===== config.mk =====
export PLATFORM = sky130hd
export DESIGN_NAME = dadder_req_arb
export DESIGN_NICKNAME = d
export VERILOG_FILES = /design/src/rtl/dadder_arb_pkg.sv /design/src/rtl/dadder_rr_arb.sv /design/src/rtl/dadder_req_arb.sv
export SDC_FILE = /design/constraint.sdc
export NUM_CORES = 1
export LEC_CHECK = 0
export ABC_AREA = 1
export CORE_AREA = 2 2 160 162
export DETAILED_ROUTE_END_ITERATION = 7
export DIE_AREA = 0 0 162 164
export GPL_ROUTABILITY_DRIVEN = 1
export PLACE_DENSITY = 0.66
export SYNTH_ARGS = -nofsm -noshare
export SYNTH_HDL_FRONTEND = slang
export SYNTH_SLANG_ARGS = --single-unit

===== constraint.sdc =====
create_clock -name clk -period 4.35 [get_ports clk]
set_input_delay 0.87 -clock clk [delete_from_list [all_inputs] [get_ports clk]]
set_output_delay 0.87 -clock clk [all_outputs]
set_load 0.005 [all_outputs]

===== src/rtl/dadder_arb_pkg.sv =====
// Shared types and helpers for the decimal adder request arbiter.
// Holds the FSM state encoding, datapath op codes and the round-robin step function.
package dadder_arb_pkg;

    typedef enum logic [1:0] {
        IDLE  = 2'd0,
        ISSUE = 2'd1,
        WAIT  = 2'd2,
        RESP  = 2'd3
    } arb_state_e;

    localparam logic DADDER_OP_ADD = 1'b0;
    localparam logic DADDER_OP_SUB = 1'b1;

    // Next index in a ring of num requesters, wrapping back to 0.
    function automatic int rr_next_idx(input int idx, input int num);
        return ((idx + 32'sd1) >= num) ? 32'sd0 : (idx + 32'sd1);
    endfunction

endpackage


===== src/rtl/dadder_rr_arb.sv =====
// Combinational round-robin selector: searches req starting one past rr_ptr
// and returns the first hit as a one-hot grant plus its index.
module dadder_rr_arb
    import dadder_arb_pkg::*;
#(
    parameter int N  = 4,
    parameter int IW = $clog2(N)
) (
    input  logic [N-1:0]  req,
    input  logic [IW-1:0] rr_ptr,
    output logic [N-1:0]  grant,
    output logic [IW-1:0] grant_idx,
    output logic          any_valid
);

    logic          found_s;
    logic [IW-1:0] idx_s;
    logic          hit_s;
    int            cand_s;

    // Walk the ring once from rr_ptr+1; the first requesting slot wins.
    always_comb begin
        found_s = 1'b0;
        idx_s   = {IW{1'b0}};
        hit_s   = 1'b0;
        cand_s  = rr_next_idx(int'(rr_ptr), N);
        for (int k = 0; k < N; k++) begin
            for (int i = 0; i < N; i++) begin
                hit_s   = !found_s && (i == cand_s) && req[i];
                idx_s   = hit_s ? IW'(i) : idx_s;
                found_s = found_s | hit_s;
            end
            cand_s = rr_next_idx(cand_s, N);
        end
    end

    assign grant     = found_s ? ({{(N-1){1'b0}}, 1'b1} << idx_s) : {N{1'b0}};
    assign grant_idx = idx_s;
    assign any_valid = found_s;

endmodule


===== src/rtl/dadder_req_arb.sv =====
// Round-robin front end sharing one decimal add/sub datapath among NUM_REQ clients.
// Optional WAIT watchdog and err_timeout port: define DADDER_REQ_ARB_TIMEOUT_EN.
module dadder_req_arb
    import dadder_arb_pkg::*;
#(
    parameter int NUM_REQ    = 4,
    parameter int NUM_DIGITS = 8,
    parameter int TIMEOUT    = 64,
    localparam int W  = 4 * NUM_DIGITS,
    localparam int IW = $clog2(NUM_REQ)
) (
    input  logic                 clk,
    input  logic                 reset,
    input  logic [NUM_REQ-1:0]   req_valid,
    output logic [NUM_REQ-1:0]   req_ready,
    input  logic [NUM_REQ-1:0]   req_op,
    input  logic [NUM_REQ*W-1:0] req_a,
    input  logic [NUM_REQ*W-1:0] req_b,
    output logic [NUM_REQ-1:0]   rsp_valid,
    input  logic [NUM_REQ-1:0]   rsp_ready,
    output logic [W-1:0]         rsp_result,
    output logic                 rsp_carry,
    output logic                 dad_in_valid,
    input  logic                 dad_in_ready,
    output logic                 dad_op,
    output logic [W-1:0]         dad_a,
    output logic [W-1:0]         dad_b,
    input  logic                 dad_out_valid,
    input  logic [W-1:0]         dad_result,
    input  logic                 dad_carry,
    output logic                 busy,
    output logic [IW-1:0]        grant_idx,
    output logic                 err_unexp
`ifdef DADDER_REQ_ARB_TIMEOUT_EN
    ,
    output logic                 err_timeout
`endif
);

    // Refuse configurations the ring search and watchdog were not sized for.
    if (NUM_REQ < 2 || NUM_REQ > 8 || TIMEOUT < 1) begin : g_param_check
        $error("dadder_req_arb: unsupported NUM_REQ or TIMEOUT");
    end

    arb_state_e           state_r, state_nx_s;
    logic [IW-1:0]        rr_ptr_r;
    logic [IW-1:0]        grant_idx_r;
    logic                 op_r;
    logic [W-1:0]         a_r, b_r;
    logic [W-1:0]         result_r;
    logic                 carry_r;
    logic                 dad_in_valid_r;
    logic                 busy_r;
    logic [NUM_REQ-1:0]   rsp_valid_r;
    logic                 err_unexp_r;

    logic [NUM_REQ-1:0]   arb_grant_s;
    logic [IW-1:0]        arb_idx_s;
    logic                 arb_any_s;
    logic                 accept_s;
    logic                 capture_s;
    logic                 timeout_s;
    logic                 rsp_done_s;

    dadder_rr_arb #(
        .N  (NUM_REQ),
        .IW (IW)
    ) u_rr_arb (
        .req       (req_valid),
        .rr_ptr    (rr_ptr_r),
        .grant     (arb_grant_s),
        .grant_idx (arb_idx_s),
        .any_valid (arb_any_s)
    );

`ifdef DADDER_REQ_ARB_TIMEOUT_EN
    localparam int CW = $clog2(TIMEOUT + 1);

    logic [CW-1:0] wait_cnt_r;
    logic          err_timeout_r;
    logic          wait_expired_s;

    assign wait_expired_s = (wait_cnt_r == CW'(TIMEOUT - 1));

    // WAIT watchdog: restarts on WAIT entry, counts every cycle spent in WAIT.
    always_ff @(posedge clk or posedge reset) begin
        if (reset) begin
            wait_cnt_r    <= {CW{1'b0}};
            err_timeout_r <= 1'b0;
        end else begin
            err_timeout_r <= timeout_s;
            if (state_nx_s == WAIT && state_r != WAIT) begin
                wait_cnt_r <= {CW{1'b0}};
            end else if (state_r == WAIT) begin
                wait_cnt_r <= wait_cnt_r + 1'b1;
            end
        end
    end

    assign err_timeout = err_timeout_r;
`else
    logic wait_expired_s;
    assign wait_expired_s = 1'b0;
`endif

    // Next-state decode and the single-cycle strobes that move data between planes.
    always_comb begin
        state_nx_s = state_r;
        accept_s   = 1'b0;
        capture_s  = 1'b0;
        timeout_s  = 1'b0;
        rsp_done_s = 1'b0;
        case (state_r)
            IDLE: begin
                if (arb_any_s) begin
                    accept_s   = 1'b1;
                    state_nx_s = ISSUE;
                end else begin
                    state_nx_s = IDLE;
                end
            end
            ISSUE: begin
                if (dad_in_ready) begin
                    state_nx_s = WAIT;
                end else begin
                    state_nx_s = ISSUE;
                end
            end
            WAIT: begin
                if (dad_out_valid) begin
                    capture_s  = 1'b1;
                    state_nx_s = RESP;
                end else if (wait_expired_s) begin
                    timeout_s  = 1'b1;
                    state_nx_s = RESP;
                end else begin
                    state_nx_s = WAIT;
                end
            end
            RESP: begin
                if (rsp_ready[grant_idx_r]) begin
                    rsp_done_s = 1'b1;
                    state_nx_s = IDLE;
                end else begin
                    state_nx_s = RESP;
                end
            end
            default: begin
                state_nx_s = IDLE;
            end
        endcase
    end

    // State, operand/result capture and registered output strobes.
    always_ff @(posedge clk or posedge reset) begin
        if (reset) begin
            state_r        <= IDLE;
            rr_ptr_r       <= IW'(NUM_REQ - 1);
            grant_idx_r    <= {IW{1'b0}};
            op_r           <= DADDER_OP_ADD;
            a_r            <= {W{1'b0}};
            b_r            <= {W{1'b0}};
            result_r       <= {W{1'b0}};
            carry_r        <= 1'b0;
            dad_in_valid_r <= 1'b0;
            busy_r         <= 1'b0;
            rsp_valid_r    <= {NUM_REQ{1'b0}};
            err_unexp_r    <= 1'b0;
        end else begin
            state_r        <= state_nx_s;
            dad_in_valid_r <= (state_nx_s == ISSUE);
            busy_r         <= (state_nx_s != IDLE);
            rsp_valid_r    <= (state_nx_s == RESP)
                              ? ({{(NUM_REQ-1){1'b0}}, 1'b1} << grant_idx_r)
                              : {NUM_REQ{1'b0}};
            // A result is only legal once the operands have left ISSUE.
            err_unexp_r    <= dad_out_valid && (state_r != WAIT);
            if (accept_s) begin
                grant_idx_r <= arb_idx_s;
                op_r        <= req_op[arb_idx_s];
                a_r         <= req_a[arb_idx_s*W +: W];
                b_r         <= req_b[arb_idx_s*W +: W];
            end
            if (capture_s) begin
                result_r <= dad_result;
                carry_r  <= dad_carry;
            end else if (timeout_s) begin
                result_r <= {W{1'b0}};
                carry_r  <= 1'b0;
            end
            if (rsp_done_s) begin
                rr_ptr_r <= grant_idx_r;
            end
        end
    end

    assign req_ready    = (state_r == IDLE) ? arb_grant_s : {NUM_REQ{1'b0}};
    assign rsp_valid    = rsp_valid_r;
    assign rsp_result   = result_r;
    assign rsp_carry    = carry_r;
    assign dad_in_valid = dad_in_valid_r;
    assign dad_op       = op_r;
    assign dad_a        = a_r;
    assign dad_b        = b_r;
    assign busy         = busy_r;
    assign grant_idx    = grant_idx_r;
    assign err_unexp    = err_unexp_r;

endmodule

# Word-level counts from Yosys, hierarchy flattened
# Index checks and enable logic that the tools add are counted.
# classes
n_shift	4
n_bitwise	15
magnitude_cmp	6
n_addsub	4
mux	39
n_reduce_logical	53
n_eq_ne	18
# ops
operator	n
equality test 3 x 32 -> 1 bit, first input constant	8
indexed part select 128 x 8 -> 32 bit	2
two-way mux 32 bit	5
equality test 2 x 32 -> 1 bit, first input constant	4
zero test 32 bit	4
adder 32 x 2 -> 32 bit, second input constant	3
greater-or-equal comparator 32 x 4 -> 1 bit, second input constant	3
logical AND 1 bit	32
two-way mux 2 bit	16
zero test 1 bit	15
bitwise OR 1 bit	15
two-way mux 1 bit	12
two-way mux 4 bit	3
case mux 2 bit (4 select lines)	1
<< shifter 1 x 2 -> 4 bit, first input constant	2
equality test 2 bit, second input constant	3
less-than comparator 2 x 3 -> 1 bit, second input constant	2
binary-select mux 1 bit (select 2 bit)	2
equality test 2 x 1 -> 1 bit, second input constant	2
adder 2 x 1 -> 3 bit, second input constant	1
greater-or-equal comparator 3 bit, second input constant	1
zero test 2 bit	1
!= test 2 bit, second input constant	1
nonzero test 2 bit	1
# totals
inputBits	305
reg_bits	111
out_inout_bits	111
wordCells	151

# Depth between registers and ports, before layout
# Gate-level depths: netlist of the first run.
# depth
ltp_word	69
ltp_mapped	19

# Hierarchy
# A second synthesis of the first run with hierarchy kept.
# hier_totals
hier_cells	849
area_unflattened_um2	6387.4
# modules_own_cells
mod	seq_area_each_um2	area_per_inst_um2	cells_each	instances
dadder_req_arb	2780.2	6042.0	788	1
dadder_rr_arb	0.0	345.3	61	1

# Least setup slack after synthesis of the first run
# OpenSTA, ideal clock, no wires.
# synth_path
path_type	input -> output
from	input req_valid[3]
to	output req_ready[3]
n_path_buf	1
path_stages	14
arrival_ns	2.442
setup_slack_ns	1.038
path_cell_list	nand3_1 nand3_1 nor2_2 nand4_2 nor2_2 nand4_2 nor2_4 nand3_4 nand3_1 nand2_1 inv_2 buf_4 nand2_1 a21oi_1
# synth_between
elab_chain_cells	53
elab_cells_between_ends	66
classes_between	shift (1); mux (15); bitwise (13); reduce/logical (37)
# synth_rtl
element	line_no	text
start, declared	dadder_req_arb.sv:14	input logic [NUM_REQ-1:0] req_valid,
logical AND 1 bit	dadder_rr_arb.sv:29	hit_s = !found_s && (i == cand_s) && req[i];
bitwise OR 1 bit	dadder_rr_arb.sv:31	found_s = found_s | hit_s;
zero test 1 bit	dadder_rr_arb.sv:29	
logical AND 1 bit (2 in series)	dadder_rr_arb.sv:29	
bitwise OR 1 bit	dadder_rr_arb.sv:31	
zero test 1 bit	dadder_rr_arb.sv:29	
logical AND 1 bit (2 in series)	dadder_rr_arb.sv:29	
bitwise OR 1 bit	dadder_rr_arb.sv:31	
(+33 left out)	--	
logical AND 1 bit (2 in series)	dadder_rr_arb.sv:29	
bitwise OR 1 bit	dadder_rr_arb.sv:31	
zero test 1 bit	dadder_rr_arb.sv:29	
logical AND 1 bit (2 in series)	dadder_rr_arb.sv:29	
two-way mux 2 bit	dadder_rr_arb.sv:30	idx_s = hit_s ? IW'(i) : idx_s;
<< shifter 1 x 2 -> 4 bit	dadder_rr_arb.sv:37	assign grant = found_s ? ({{(N-1){1'b0}}, 1'b1} << idx_s) : {N{1'b0}};
two-way mux 4 bit (*)	dadder_rr_arb.sv:37	
two-way mux 4 bit (*)	dadder_req_arb.sv:197	assign req_ready = (state_r == IDLE) ? arb_grant_s : {NUM_REQ{1'b0}};
end, declared	dadder_req_arb.sv:15	output logic [NUM_REQ-1:0] req_ready,
# Every way passes the cells marked *; elsewhere a longest branch is shown, timed or not.

# Worst setup path in the final report of the first run
# layout_path
from	input req_valid[3]
to	output req_ready[1]
# The elaborated chain is that of the path after synthesis.

==> results.toml, run 1 <==
[critical_path]
slowest_delay_ps = 470
cpLargestDelayFamily = "simple AND/OR/NAND/NOR gates"
worstPathArrival_ps = 3320
cp-end-kind = "primary output"
worst_ep_required_time_ps = 3480
crit_type = "input port to primary output"
worstSetupStartpointType = "input port"
cp_slowest_cell = "clkdlybuf4s50_1"
cp_max_fo = 3
path_buf_inv = 5
crit_path_cell_trace = "clkdlybuf4s50_1 -> nand3_2 -> nand3_2 -> nor2_4 -> nand4_2 -> nor2_2 -> nand4_2 -> nor2_4 -> buf_4 -> nand3_1 -> nand3_4 -> buf_4 -> inv_2 -> nand2_1 -> nor2_1 -> clkdlybuf4s50_1"

[clock_network]
path_clk_slew_ps = 80
clockBufferDepth = 2
cts-root-buf = "clkbuf_16"
clk_latency_ps = 360
cts_tree = "yes"
htree_num_levels = 3
cts_buffers = 9
cts.sinks = 111

[floorplanning]
die_h_um = 164
die-area_um2 = 26570
start_util = 0.2863
core_area_um2 = 24820
num_rows = 58
ios = 416
die_x_um = 162

[synthesis]
ys_types = 27
synth.net_count = 1394
syn_inst = 1089
syn_area_um2 = 7106
yosysSeqAreaShare = 0.3913
ys_warn_count = 0
yosys_register_bits = 111
avgSynthCellArea_um2 = 6.525

[finish]
area_growth_pct = 67.18
nNetsFinal = 1772
drive_gt1_frac = 0.06929
antennaDiodeCount = 0
n_fill_cell = 2569
layoutNonFillerInstCount = 1802

[detailed_routing]
drc = 0
viasPerCell = 4.577
wl_per_cell_um = 15.92
drt-pass1-iter-count = 5
drt_iter0_markers = 422
routed_wl_um = 28680
antenna_left = 0
vias = 8247

[power_and_ir_drop]
peakVddDrop_mv = 0.8338
p_leak_uw = 0.005895
p_per_area_nw_per_um2 = 688.1

[sta]
hold_viol = 0
relSlewSlack = 0.4466
fin_tns_setup_ps = 0
fmax_mhz = 238.6
period_minus_slack_ps = 4192
slew_violations = 0
fin_crit_sh = 0.9636
setup_viol = 0
worst_pin_slew_ps = 830.1
fin_skew_ps = 13.88

[grt]
grtUsageTotal = 0.2079
first_global_vias = 7939
grt_overflow = 0
grt_max_degree = 69
grt_pass1_wl_um = 43150
antenna_found_initial = 0

[placed_design]
gp_congestion = 0.8737
dp_cells = 1778
dp_hpwl_um = 20980
numPortBuffers = 415

[status]
status = "finished, final reports clean"

[hold_path]
hp-class = "register to register"

[flow_run]
maxCapViolCount = 0
==> flip-flops by register name, summed over array words and instances (netlist names) <==
name,cells
dad_b,32
dad_in_valid,1
rsp_carry,1
busy,1
state_r,2
err_unexp,1
dad_op,1
grant_idx,2
dad_a,32
rr_ptr_r,2
rsp_result,32
rsp_valid,4
==> cell families after synthesis <==
| group | count (synthesis) | share of synthesized area |
|---|---|---|
| mux | 33 | 0.05230 |
| compound gates | 9 | 0.007396 |
| flops | 111 | 0.3913 |
| buf+inv | 86 | 0.06304 |
| simple gates | 850 | 0.4860 |
==> through the flow <==
step | setup slack [ps] | area, µm² | hold slack (ps) | power [µW] | util
finish | 158.1 | 11880 | 480.8 | 8174 | 0.4786
global route | -9.586 | 11880 | 497.6 | 9006 | 0.4786
CTS | 5.567 | 11760 | 486.9 | 8189 | 0.4740
detailed placement | 2.331 | 11440 | 464.7 | 7226 | 0.4609
global placement | 108.2 | 11440 | 461.1 | 7173 | 0.4609
floorplan | 552.7 | 7106 | 472.4 | 5165 | -
==> power breakdown <==
group	total, µW	switching, µW	internal (µW)
Combinational	5440	3080	2360
Clock	917	448	469
Sequential	1820	285	1540
==> worst reg2reg max path, delay by kind of cell, from the launching register on <==
kind,cells,cell delay [ps]
buffers and inverters,2,740
DFF,1,660
and+or+nand+nor,16,1850
==> per-layer routing <==
| layer | part of all wire | track usage |
|---|---|---|
| met2 | 0.49 | 0.3632 |
| met5 | 0 | 0 |
| met1 | 0.40 | 0.2442 |
| met3 | 0.083 | 0.05429 |
| met4 | 0.029 | 0.08085 |
==> synth_stat cells <==
master / number / share of area
nand4_1: 3 / 0.0026
nand3_1: 143 / 0.10
a21boi_0: 1 / 0.0011
o21ai_0: 5 / 0.0035
nor2_4: 1 / 0.0016
buf_1: 4 / 0.0021
buf_6: 8 / 0.013
nand3_4: 1 / 0.0025
inv_2: 3 / 0.0016
or2_2: 1 / 0.00088
dfrtp_1: 109 / 0.38
nand2_2: 1 / 0.00088
nand4_2: 2 / 0.0035
inv_1: 9 / 0.0048
clkbuf_1: 18 / 0.0095
a21oi_1: 2 / 0.0014
nand3b_1: 1 / 0.0011
buf_4: 4 / 0.0042
buf_2: 40 / 0.028
nor2_1: 11 / 0.0058
nand3_2: 1 / 0.0014
nor3_1: 8 / 0.0056
nor2_2: 5 / 0.0044
nand2_1: 672 / 0.35
o211a_1: 1 / 0.0014
mux2_2: 33 / 0.052
dfstp_2: 2 / 0.0074
==> layout make-up <==
type | count | area (µm²) | area share
Timing Repair Buffer | 441 | 4378 | 0.3685
Multi-Input combinational cell | 892 | 3935 | 0.3313
Sequential cell | 111 | 2780 | 0.2340
Tap cell | 330 | 412.9 | 0.03476
Clock buffer | 9 | 225.2 | 0.01896
Clock inverter | 7 | 100.1 | 0.008426
Inverter | 12 | 47.55 | 0.004003
==> placed cells by master (no fill, tap or decap) <==
cell,netlist,final
nand2_4,0,1
nand2_2,1,2
nor3_1,8,7
buf_12,0,2
clkinv_8,0,2
inv_1,9,8
a21boi_0,1,1
nand3_2,1,4
nand3_4,1,2
or2_2,1,1
dlygate4sd2_1,0,1
nor3_2,0,1
o21ai_0,5,5
nand4_2,2,2
inv_8,0,1
inv_4,0,1
clkbuf_16,0,9
nand3_1,143,139
nor2_2,5,5
a21oi_1,2,2
nor2_1,11,9
nand3b_1,1,1
bufinv_16,0,1
dlymetal6s2s_1,0,2
mux2_2,33,33
o211a_1,1,1
buf_4,4,24
inv_2,3,3
nor2_4,1,3
nand2_1,672,670
inv_6,0,3
dfstp_2,2,2
dfrtp_1,109,109
nand4_1,3,3
clkdlybuf4s50_1,0,412
==> worst paths after layout <==
check | slack, ps | from | cells past startpoint | endpoint
worst max-delay path | 160 | req_valid[3] | 16 | req_ready[1]
worst min-delay path | 480 | dad_b[21] | 2 | dad_b[21]
worst min register to register | 480 | dad_b[21] | 2 | dad_b[21]
min in group asynchronous | 1000 | reset | 2 | dad_a[11]
worst max register to register | 1050 | rr_ptr_r[1] | 18 | dad_b[20]
max in group asynchronous | 2530 | reset | 3 | rr_ptr_r[0]
==> repair_timing <==
item / 4_1_cts / 5_1_grt
gates cloned: 0 / 0
hold buffers: 0 / 0
setup buffers: 0 / 8
resized for setup: 1 / 11
pin swaps: 0 / 7
endpoints found under the setup margin: 1 / 3
Power figures use the tool's default switching activity.
==> inputs of run 2 (changes only) <==
HOLD_SLACK_MARGIN = 0.12   (was default)
==> results of run 2 <==
Final layout, timing and power as in run 1 (identical DEF).
